[config.mk]
export PLATFORM = sky130hd
export DESIGN_NAME = conv_scheduler
export DESIGN_NICKNAME = d
export VERILOG_FILES = /design/src/rtl/conv_scheduler.sv
export SDC_FILE = /design/constraint.sdc
export NUM_CORES = 1
export LEC_CHECK = 0
export CORE_UTILIZATION = 56
export CTS_BUF_LIST = sky130_fd_sc_hd__clkbuf_8
export DETAILED_ROUTE_END_ITERATION = 10
export GPL_ROUTABILITY_DRIVEN = 0
export GPL_TIMING_DRIVEN = 0
export PLACE_DENSITY_LB_ADDON = 0.12
export SYNTH_ARGS = -nofsm -noshare
export SYNTH_HDL_FRONTEND = slang
export SYNTH_SLANG_ARGS = --single-unit
[constraint.sdc]
create_clock -name i_clk -period 4.93 [get_ports i_clk]
set_input_delay 0.7395 -clock i_clk [delete_from_list [all_inputs] [get_ports i_clk]]
set_output_delay 0.7395 -clock i_clk [all_outputs]
set_load 0.005 [all_outputs]
[src/rtl/conv_scheduler.sv]
// rtl/conv_scheduler.sv - 3x3 convolution tap scheduler over a 64x64 image
//
// Purpose: walks output pixels row-major and, for each one, issues the nine
// kernel taps of a 3x3 window (kx fastest, ky outer) to the datapath using a
// valid/ready handshake. Each tap carries its SRAM bank/address, or a pad flag
// when it falls outside the image. After the last tap the scheduler waits
// PIPE_LAT cycles for the datapath to commit, then pulses o_exe_finish.
//
// Optional feature: define CONV_SCHED_STALL_CNT_EN to add o_stall_cnt.
//
// Ports:
//   i_clk         clock, rising edge
//   i_rst         synchronous active-high reset
//   i_start       start pulse, only looked at in IDLE
//   i_stride      stride (1 or 2)
//   i_dil         dilation (1 or 2)
//   i_tap_ready   datapath accepts the presented tap
//   o_tap_valid   tap request valid (high throughout ISSUE)
//   o_tap_idx     kernel tap index 0..8
//   o_tap_bank    SRAM bank = pixel index [2:0]
//   o_tap_addr    bank address = pixel index [11:3]
//   o_tap_pad     tap outside the image, datapath substitutes 0
//   o_tap_last    tap 8 of the window
//   o_out_addr    output pixel address of the current window
//   o_busy        high whenever not IDLE
//   o_err         illegal stride/dilation was latched
//   o_exe_finish  one-cycle completion pulse
//   o_stall_cnt   (CONV_SCHED_STALL_CNT_EN only) saturating stall cycle count
`timescale 1ns/1ps

module conv_scheduler #(
    parameter int PIPE_LAT = 2
) (
    input  logic        i_clk,
    input  logic        i_rst,
    input  logic        i_start,
    input  logic [2:0]  i_stride,
    input  logic [2:0]  i_dil,
    input  logic        i_tap_ready,
    output logic        o_tap_valid,
    output logic [3:0]  o_tap_idx,
    output logic [2:0]  o_tap_bank,
    output logic [8:0]  o_tap_addr,
    output logic        o_tap_pad,
    output logic        o_tap_last,
    output logic [11:0] o_out_addr,
    output logic        o_busy,
    output logic        o_err,
    output logic        o_exe_finish
`ifdef CONV_SCHED_STALL_CNT_EN
    ,
    output logic [15:0] o_stall_cnt
`endif
);

    localparam logic [1:0] S_IDLE  = 2'd0;
    localparam logic [1:0] S_ISSUE = 2'd1;
    localparam logic [1:0] S_DRAIN = 2'd2;
    localparam logic [1:0] S_DONE  = 2'd3;

    localparam int              DRAIN_W    = (PIPE_LAT > 1) ? $clog2(PIPE_LAT) : 1;
    localparam logic [DRAIN_W-1:0] DRAIN_LAST = DRAIN_W'((PIPE_LAT > 0) ? (PIPE_LAT - 1) : 0);

    logic [1:0]         r_state;
    logic [2:0]         r_stride;
    logic [2:0]         r_dil;
    logic               r_err;
    logic [5:0]         r_orow;
    logic [5:0]         r_ocol;
    logic [1:0]         r_kx;
    logic [1:0]         r_ky;
    logic [DRAIN_W-1:0] r_drain_cnt;

    logic               w_legal;
    logic               w_issue;
    logic               w_stride2;
    logic [5:0]         w_last_coord;
    logic               w_last_win;
    logic signed [7:0]  w_dil8;
    logic signed [7:0]  w_crow;
    logic signed [7:0]  w_ccol;
    logic signed [7:0]  w_offy;
    logic signed [7:0]  w_offx;
    logic signed [7:0]  w_trow;
    logic signed [7:0]  w_tcol;
    logic               w_pad;
    logic [11:0]        w_pix;
    logic [3:0]         w_idx;
    logic [11:0]        w_oaddr;
    logic               w_oe;

    assign w_legal = ((i_stride == 3'd1) || (i_stride == 3'd2)) &&
                     ((i_dil == 3'd1) || (i_dil == 3'd2));

    assign w_issue      = (r_state == S_ISSUE);
    assign w_stride2    = (r_stride == 3'd2);
    assign w_last_coord = w_stride2 ? 6'd31 : 6'd63;
    assign w_last_win   = (r_orow == w_last_coord) && (r_ocol == w_last_coord);

    // Coordinates are signed 8-bit: the range -2..65 fits, so a negative tap
    // shows up in bit 7 and an overflow past 63 in bit 6, never wrapping into
    // a legal pixel.
    assign w_dil8 = $signed({5'd0, r_dil});
    assign w_crow = w_stride2 ? $signed({1'b0, r_orow, 1'b0}) : $signed({2'b00, r_orow});
    assign w_ccol = w_stride2 ? $signed({1'b0, r_ocol, 1'b0}) : $signed({2'b00, r_ocol});
    assign w_offy = (r_ky == 2'd0) ? -w_dil8 : ((r_ky == 2'd2) ? w_dil8 : 8'sd0);
    assign w_offx = (r_kx == 2'd0) ? -w_dil8 : ((r_kx == 2'd2) ? w_dil8 : 8'sd0);
    assign w_trow = w_crow + w_offy;
    assign w_tcol = w_ccol + w_offx;
    assign w_pad  = w_trow[7] | w_trow[6] | w_tcol[7] | w_tcol[6];
    assign w_pix  = {w_trow[5:0], w_tcol[5:0]};
    assign w_idx  = ({2'b00, r_ky} * 4'd3) + {2'b00, r_kx};

    // Output width is 64 or 32, so row*OW + col is a plain bit concatenation.
    assign w_oaddr = w_stride2 ? {2'b00, r_orow[4:0], r_ocol[4:0]} : {r_orow, r_ocol};

    // Outputs are forced low while reset is asserted so nothing leaks out
    // before the first reset edge has cleared the state.
    assign w_oe = ~i_rst;

    assign o_tap_valid  = w_oe & w_issue;
    assign o_tap_idx    = o_tap_valid ? w_idx : 4'd0;
    assign o_tap_pad    = o_tap_valid & w_pad;
    assign o_tap_bank   = (o_tap_valid && !w_pad) ? w_pix[2:0] : 3'd0;
    assign o_tap_addr   = (o_tap_valid && !w_pad) ? w_pix[11:3] : 9'd0;
    assign o_tap_last   = o_tap_valid & (r_kx == 2'd2) & (r_ky == 2'd2);
    assign o_out_addr   = o_tap_valid ? w_oaddr : 12'd0;
    assign o_busy       = w_oe & (r_state != S_IDLE);
    assign o_err        = w_oe & r_err;
    assign o_exe_finish = w_oe & (r_state == S_DONE);

    always_ff @(posedge i_clk) begin
        if (i_rst) begin
            r_state     <= S_IDLE;
            r_stride    <= 3'd0;
            r_dil       <= 3'd0;
            r_err       <= 1'b0;
            r_orow      <= 6'd0;
            r_ocol      <= 6'd0;
            r_kx        <= 2'd0;
            r_ky        <= 2'd0;
            r_drain_cnt <= '0;
        end else begin
            case (r_state)
                S_IDLE: begin
                    if (i_start) begin
                        r_stride    <= i_stride;
                        r_dil       <= i_dil;
                        r_orow      <= 6'd0;
                        r_ocol      <= 6'd0;
                        r_kx        <= 2'd0;
                        r_ky        <= 2'd0;
                        r_drain_cnt <= '0;
                        if (w_legal) begin
                            r_err   <= 1'b0;
                            r_state <= S_ISSUE;
                        end else begin
                            r_err   <= 1'b1;
                            r_state <= S_DONE;
                        end
                    end
                end
                S_ISSUE: begin
                    if (i_tap_ready) begin
                        if (r_kx != 2'd2) begin
                            r_kx <= r_kx + 2'd1;
                        end else begin
                            r_kx <= 2'd0;
                            if (r_ky != 2'd2) begin
                                r_ky <= r_ky + 2'd1;
                            end else begin
                                r_ky <= 2'd0;
                                if (w_last_win) begin
                                    r_drain_cnt <= '0;
                                    r_state     <= (PIPE_LAT == 0) ? S_DONE : S_DRAIN;
                                end else if (r_ocol == w_last_coord) begin
                                    r_ocol <= 6'd0;
                                    r_orow <= r_orow + 6'd1;
                                end else begin
                                    r_ocol <= r_ocol + 6'd1;
                                end
                            end
                        end
                    end
                end
                S_DRAIN: begin
                    if (r_drain_cnt == DRAIN_LAST) begin
                        r_state <= S_DONE;
                    end else begin
                        r_drain_cnt <= r_drain_cnt + 1'b1;
                    end
                end
                S_DONE: begin
                    r_state <= S_IDLE;
                end
                default: begin
                    r_state <= S_IDLE;
                end
            endcase
        end
    end

`ifdef CONV_SCHED_STALL_CNT_EN
    logic [15:0] r_stall_cnt;

    always_ff @(posedge i_clk) begin
        if (i_rst) begin
            r_stall_cnt <= 16'd0;
        end else if ((r_state == S_IDLE) && i_start) begin
            r_stall_cnt <= 16'd0;
        end else if (w_issue && !i_tap_ready && (r_stall_cnt != 16'hFFFF)) begin
            r_stall_cnt <= r_stall_cnt + 16'd1;
        end
    end

    assign o_stall_cnt = w_oe ? r_stall_cnt : 16'd0;
`endif

endmodule

==> summary.txt <==
Run status
  • Status: completed

Critical path
  • Critical Path RT: 4.19 ns
  • Startpoint Class: flip-flop
  • Crit-path slowest cell: clkdlybuf4s50_1
  • WP buf/inv: 5
  • Worst Path Max Fanout: 10
  • Delay-heaviest family, CP: simple AND/OR/NAND/NOR gates
  • CP most frequent cell: buf_6
  • CP peak stage delay: approximately 0.50 ns
  • CP arrival: 3.94 ns
  • CP Class: reg2out
  • Setup crit end kind: output pin
  • CP cell instances: or3b_1, buf_6, buf_2, and2_1, ha_1, inv_1, fa_1, nor2b_2, o2111ai_2, nand2_1, or4_1, nand3_2, nand4_2, buf_6, nor2_1, clkdlybuf4s50_1

Layout
  • Final net count: between 400 and 500
  • Antenna Cells: 0
  • Layout fillers: 376
  • Synth-to-Final Area Change: 22.1%
  • Share of cells above drive strength 1: 7.77%

Timing
  • Final setup fails: 0
  • Setup TNS Final: 0 ns
  • RSZ-0062 raised after global routing: no
  • Max-slew violations: 0
  • Slew headroom: between 60% and 70%
  • Tcrit/Tclk final: between 90% and 100%
  • Final min period: about 4.7 ns
  • Hold Slack: between 0.4 and 0.5 ns
  • Worst slew pin tran: ~0.54 ns
  • Skew final: roughly 0.0042 ns
  • Fmax: roughly 210 MHz
  • Final Hold Fails: 0

Placed design
  • Port Buf Inserts: 43
  • Detail Placement HPWL: 5150 microns

Floorplanning
  • DIE AREA: 0.00521 sq mm
  • Core footprint: roughly 0.0047 sq mm
  • Starting Density: about 60%
  • Height of the die: roughly 72 microns
  • Die Span X: slightly above 70 microns
  • FP Rows: 25
  • # IOs: 44

Yosys
  • Distinct cells, synth: 58
  • Synth area leaders: dfxtp_1, ha_1, nand2_1, nor2_1, inv_1
  • Synthesized flop and latch total: 26
  • Top cell type's share of synthesized area: a little under a fifth
  • Top FF cell, synth: dfxtp_1
  • Cells after Synth: approximately 370
  • Mapped cell area: between 0.002 and 0.003 sq mm
  • Post-synth EDFFs: 0
  • Syn_nets: roughly 400
  • Yosys Warn Count: 0
  • Syn Area/Cell: between 7 and 8 sq um
  • Post-synthesis async set-or-reset flop share: 0%
  • Area leader, netlist: dfxtp_1
  • Seq/Total Area, Yosys: a little under a fifth

Clock network
  • Num CTS Buffers: 3
  • CTS root buf: clkbuf_8
  • TritonCTS Sinks: 26
  • Htree depth: 1
  • CTS tree: done
  • Post-cts hold buffer count: 0
  • Clk buf depth: 2
  • Worst skew pair latency: approximately 0.28 ns
  • Clk slew on worst S/H paths: roughly 0.1 ns

Drt
  • Initial DRT Pass Iterations: 4
  • Via/cell ratio: roughly 5.5
  • Iter 0 DRT Violations: about 180
  • Post-Route WL: 6590 microns
  • # DRC: 0
  • WL per Instance: between 10 and 15 microns
  • Routed vias: roughly 2600
  • Antenna Nets Post-Route: 0

Power and ir drop
  • Pint: between 500 and 600 uW
  • Logic pwr share: a little under three fifths
  • P per Cell Area: 306 mW/mm^2
  • Sw frac: between 40% and 50%
  • Max VDD drop: between 0.3 and 0.4 mV
  • Switch Pwr: about 450 uW
  • Clk pwr share: 17.6%
  • Register share of total power: a little over a quarter
  • Static Leak: about 0.0015 uW

GRT
  • Vias in the first global route: about 2500
  • Largest net degree at the start of global routing: 16
  • Gr usage total: 26.9%
  • Initial antenna violation count: 0
  • Overflow after GRT: 0
  • First-pass GRT wire length: around 11000 microns

Hold path
  • Hold Path Class: reg2reg

Run
  • Max cap viols: 0
==> cell type report <==
cell class	count	area [sq um]	area share, %
inverters	33	126	3.75
clock inverters	1	30.0	0.891
repair buffers	43	435	12.9
multi-input cells	290	2040	60.6
flip-flops and latches	26	522	15.5
well taps	67	83.8	2.49
plain buffers	16	87.6	2.60
clock buffers	3	41.3	1.23
==> cells in the mapped netlist, types with 2 or more instances <==
| cell type | count |
|---|---|
| a211oi_1 | 4 |
| a21o_1 | 4 |
| a21oi_1 | 21 |
| a31oi_2 | 2 |
| and2_1 | 10 |
| and3_1 | 6 |
| buf_2 | 3 |
| buf_6 | 3 |
| clkbuf_1 | 10 |
| dfxtp_1 | 26 |
| fa_1 | 4 |
| ha_1 | 31 |
| inv_1 | 31 |
| mux2i_1 | 11 |
| nand2_1 | 55 |
| nand2b_1 | 4 |
| nand3_1 | 3 |
| nand4_1 | 5 |
| nor2_1 | 41 |
| nor2b_1 | 9 |
| nor3_1 | 10 |
| nor3_2 | 2 |
| nor4_1 | 3 |
| o2111ai_1 | 5 |
| o21ai_0 | 7 |
| o21bai_1 | 2 |
| o22ai_1 | 2 |
| or4_1 | 2 |
| xnor2_1 | 12 |
| xor2_1 | 9 |
==> through the flow <==
step / total power [uW] / setup WS [ns] / cell area, sq um / util, % / instances
6_report: 1030 / 0.253 / 3370 / 71.3 / 479
5_1_grt: 1110 / 0.0247 / 3370 / 71.3 / 479
3_3_place_gp: 825 / 0.401 / 3270 / 69.3 / 475
3_5_place_dp: 841 / 0.309 / 3270 / 69.3 / 475
2_1_floorplan: 697 / 1.20 / 2760 / - / 365
4_1_cts: 1020 / 0.0692 / 3350 / 71.0 / 479
==> placed cells by master, fill, tap and decap left out, types with 2 or more instances in the layout <==
cell type / netlist / routed
and2_1: 10 / 10
dlymetal6s2s_1: 0 / 2
nor2b_2: 0 / 2
o2111ai_1: 5 / 4
nor2_1: 41 / 41
o21ai_0: 7 / 7
nand4_1: 5 / 5
nor3_1: 10 / 10
nand2_1: 55 / 55
o22ai_1: 2 / 2
buf_6: 3 / 3
or4_1: 2 / 2
nor3_2: 2 / 2
clkbuf_1: 10 / 9
ha_1: 31 / 31
nand2b_1: 4 / 4
fa_1: 4 / 4
a21o_1: 4 / 4
dfxtp_1: 26 / 25
and3_1: 6 / 6
inv_1: 31 / 31
nor4_1: 3 / 3
xnor2_1: 12 / 12
nor2b_1: 9 / 7
buf_2: 3 / 4
clkdlybuf4s50_1: 0 / 41
a31oi_2: 2 / 2
xor2_1: 9 / 9
a21oi_1: 21 / 21
nand3_1: 3 / 2
clkbuf_8: 0 / 3
a211oi_1: 4 / 4
o21bai_1: 2 / 2
mux2i_1: 11 / 11
==> path summary, 6_finish.rpt <==
path	from	endpoint	slack, ns	cells past startpoint
setup / recovery	r_stride[2]	o_tap_addr[2]	0.25	16
hold / removal	r_stride[1]	r_stride[1]	0.48	2
setup reg to reg	r_stride[2]	r_ocol[5]	1.98	10
hold reg to reg	r_stride[1]	r_stride[1]	0.48	2
==> registers in the layout, summed over array words and instances (netlist names) <==
signal	flops
r_err	1
r_ky	2
r_orow	6
r_drain_cnt	1
r_ocol	6
r_kx	2
r_dil	3
r_stride	3
r_state	2
==> layer usage <==
| metal | track usage (%) | vias to the layer above | share of wire, % |
|---|---|---|---|
| li1 | - | 1336 | - |
| met1 | 34.6 | 1211 | 45 |
| met2 | 48.1 | 68 | 50 |
| met3 | 1.25 | 8 | 3.4 |
| met4 | 9.15 | 0 | 1.4 |
| met5 | 0 | - | 0 |
==> what timing repair did <==
item / in CTS / in global routing
setup endpoints to repair: 2 / 12
pin swaps: 0 / 1
buffers inserted: 0 / 0
resized for setup: 1 / 9
==> power groups by stage <==
stage / Sequential [uW] / Clock (uW) / Combinational [uW]
after floorplan: 263 / 0 / 434
after global placement: 272 / 0 / 553
after detailed placement: 273 / 0 / 568
after CTS: 268 / 179 / 576
after global routing: 273 / 188 / 651
final: 270 / 181 / 582
==> worst reg2reg max path, delay by kind of cell (launching register included) <==
family          cells  cell delay (ns)
compound gates      1             0.35
flops               1             0.34
simple gates        5             1.30
fa+ha+maj           1             0.34
xor+xnor            1             0.16
buf+inv             2             0.34
==> kinds of logic after synthesis <==
group	synth area share [%]
xor+xnor	7.25
fa+ha+maj	17.0
mux	4.81
simple gates	28.1
compound gates	16.4
flops	18.9
buf+inv	7.71
No activity file was read; power rests on OpenSTA's default activity.
==> variant (config.mk and constraints unchanged) <==
The option `CONV_SCHED_STALL_CNT_EN` is turned on by a define.
--- a/src/rtl/conv_scheduler.sv
+++ b/src/rtl/conv_scheduler.sv
@@ -29,2 +29,4 @@
 `timescale 1ns/1ps
+
+`define CONV_SCHED_STALL_CNT_EN
 
Function (old outputs only; new: o_stall_cnt): kept (equiv_simple and equiv_induct, registers matched by name and starting in step).
==> variant against the unedited design <==
  * Non-clock buffer count rose by 23
  * Clock power grew 18%
  * Design area is 29% higher
  * Highest routed layer unchanged
  * Sequential share of layout area up 4.0 points
  * Synthesized cell count grew 23%
  * Routed wire length grew 28%
  * Area after synthesis increased by 26%
  * Total power grew 35%
  * First-iteration DRC count fell by 35%
  * Sequential cell count increased by 16
  * Setup slack worse by 0.12 ns
  * Combinational power increased by 30%
==> variant: results (changes against the unedited design) <==
outcome=completed (unchanged); Total GRT Usage=0.272 (was 0.269); top post-synthesis cells by area=dfxtp_1 (24%), ha_1 (12%), nand2_1 (7.3%), nor2_1 (5.5%), xnor2_1 (4.5%) (was dfxtp_1 (19%), ha_1 (14%), nand2_1 (7.5%), nor2_1 (5.6%), inv_1 (4.2%)); Area after DPL=4150 um^2 (was 3270 um^2); met2 usage=0.492 (was 0.481); Leak=0.00186 uW (was 0.00146 uW); Reg power frac=0.302 (was 0.261); M3 GR Usage=0.0318 (was 0.0125); R2R Setup Slk=2.33 ns (was 1.98 ns); Worst-Skew Late Latency=0.30 ns (was 0.28 ns); post-DR vias/cell=5.58 (was 5.48); Layout Skew=0.00509 ns (was 0.00420 ns); Final HPWL DP=6580 um (was 5150 um); clock-pin slew on the worst setup and hold paths=0.08 ns (was 0.10 ns); postcts setup bufs=2 (was 0); CP startpoint=r_dil[1] (was r_stride[2]); Max IR drop VDD=0.248 mV (was 0.325 mV); Place WS=0.0118 ns (was 0.309 ns); worst slew pin tran=0.810 ns (was 0.537 ns); largest net degree at the start of global routing=17 (was 16); critical path's top delay family=compound AO/OA/AOI/OAI gates (was simple AND/OR/NAND/NOR gates); first-pass GRT wire length=13,800 um (was 11,200 um); metal2 WL=4210 um (was 3280 um); FF-to-FF Start=r_stride[1] (was r_stride[2]); placed cells=583 (was 475); crit path DAT=4.06 ns (was 3.94 ns); achievable frequency=208 MHz (was 214 MHz); met3 routed WL=340 um (was 223 um); synth unique cells=54 (was 58)
variant: cell count changes in the layout (fill, tap and decap cells not counted), sizes merged, moves of 8 or more:
| cell | change |
|---|---|
| dfxtp | +16 |
| nand3 | +9 |
| nor2b | +16 |
| nor2 | +10 |
| dlymetal6s2s | +8 |
| nand2 | +12 |
| clkdlybuf4s50 | +8 |
variant: cell families after synthesis:
kind of cell | synth area share
compound gates | 0.140
fa+ha+maj | 0.139
simple gates | 0.321
xor+xnor | 0.0833
mux | 0.0238
buf+inv | 0.0509
flops | 0.242
variant: final cells by class:
cell class	count	area, um^2	area share
sequential	42	846	0.195
inverter	28	108	0.0248
clock inverter	2	10.0	0.00231
clock buffer	5	68.8	0.0159
buffer	15	65.1	0.0150
timing repair buffer	67	676	0.156
tap	75	93.8	0.0216
multi-input combinational	363	2470	0.569
variant: worst paths after layout:
check | endpoint | cells after the start
worst max-delay path | o_tap_addr[2] | 14
worst min-delay path | r_state[1] | 2
worst max register to register | r_orow[5] | 11
worst min register to register | r_state[1] | 2
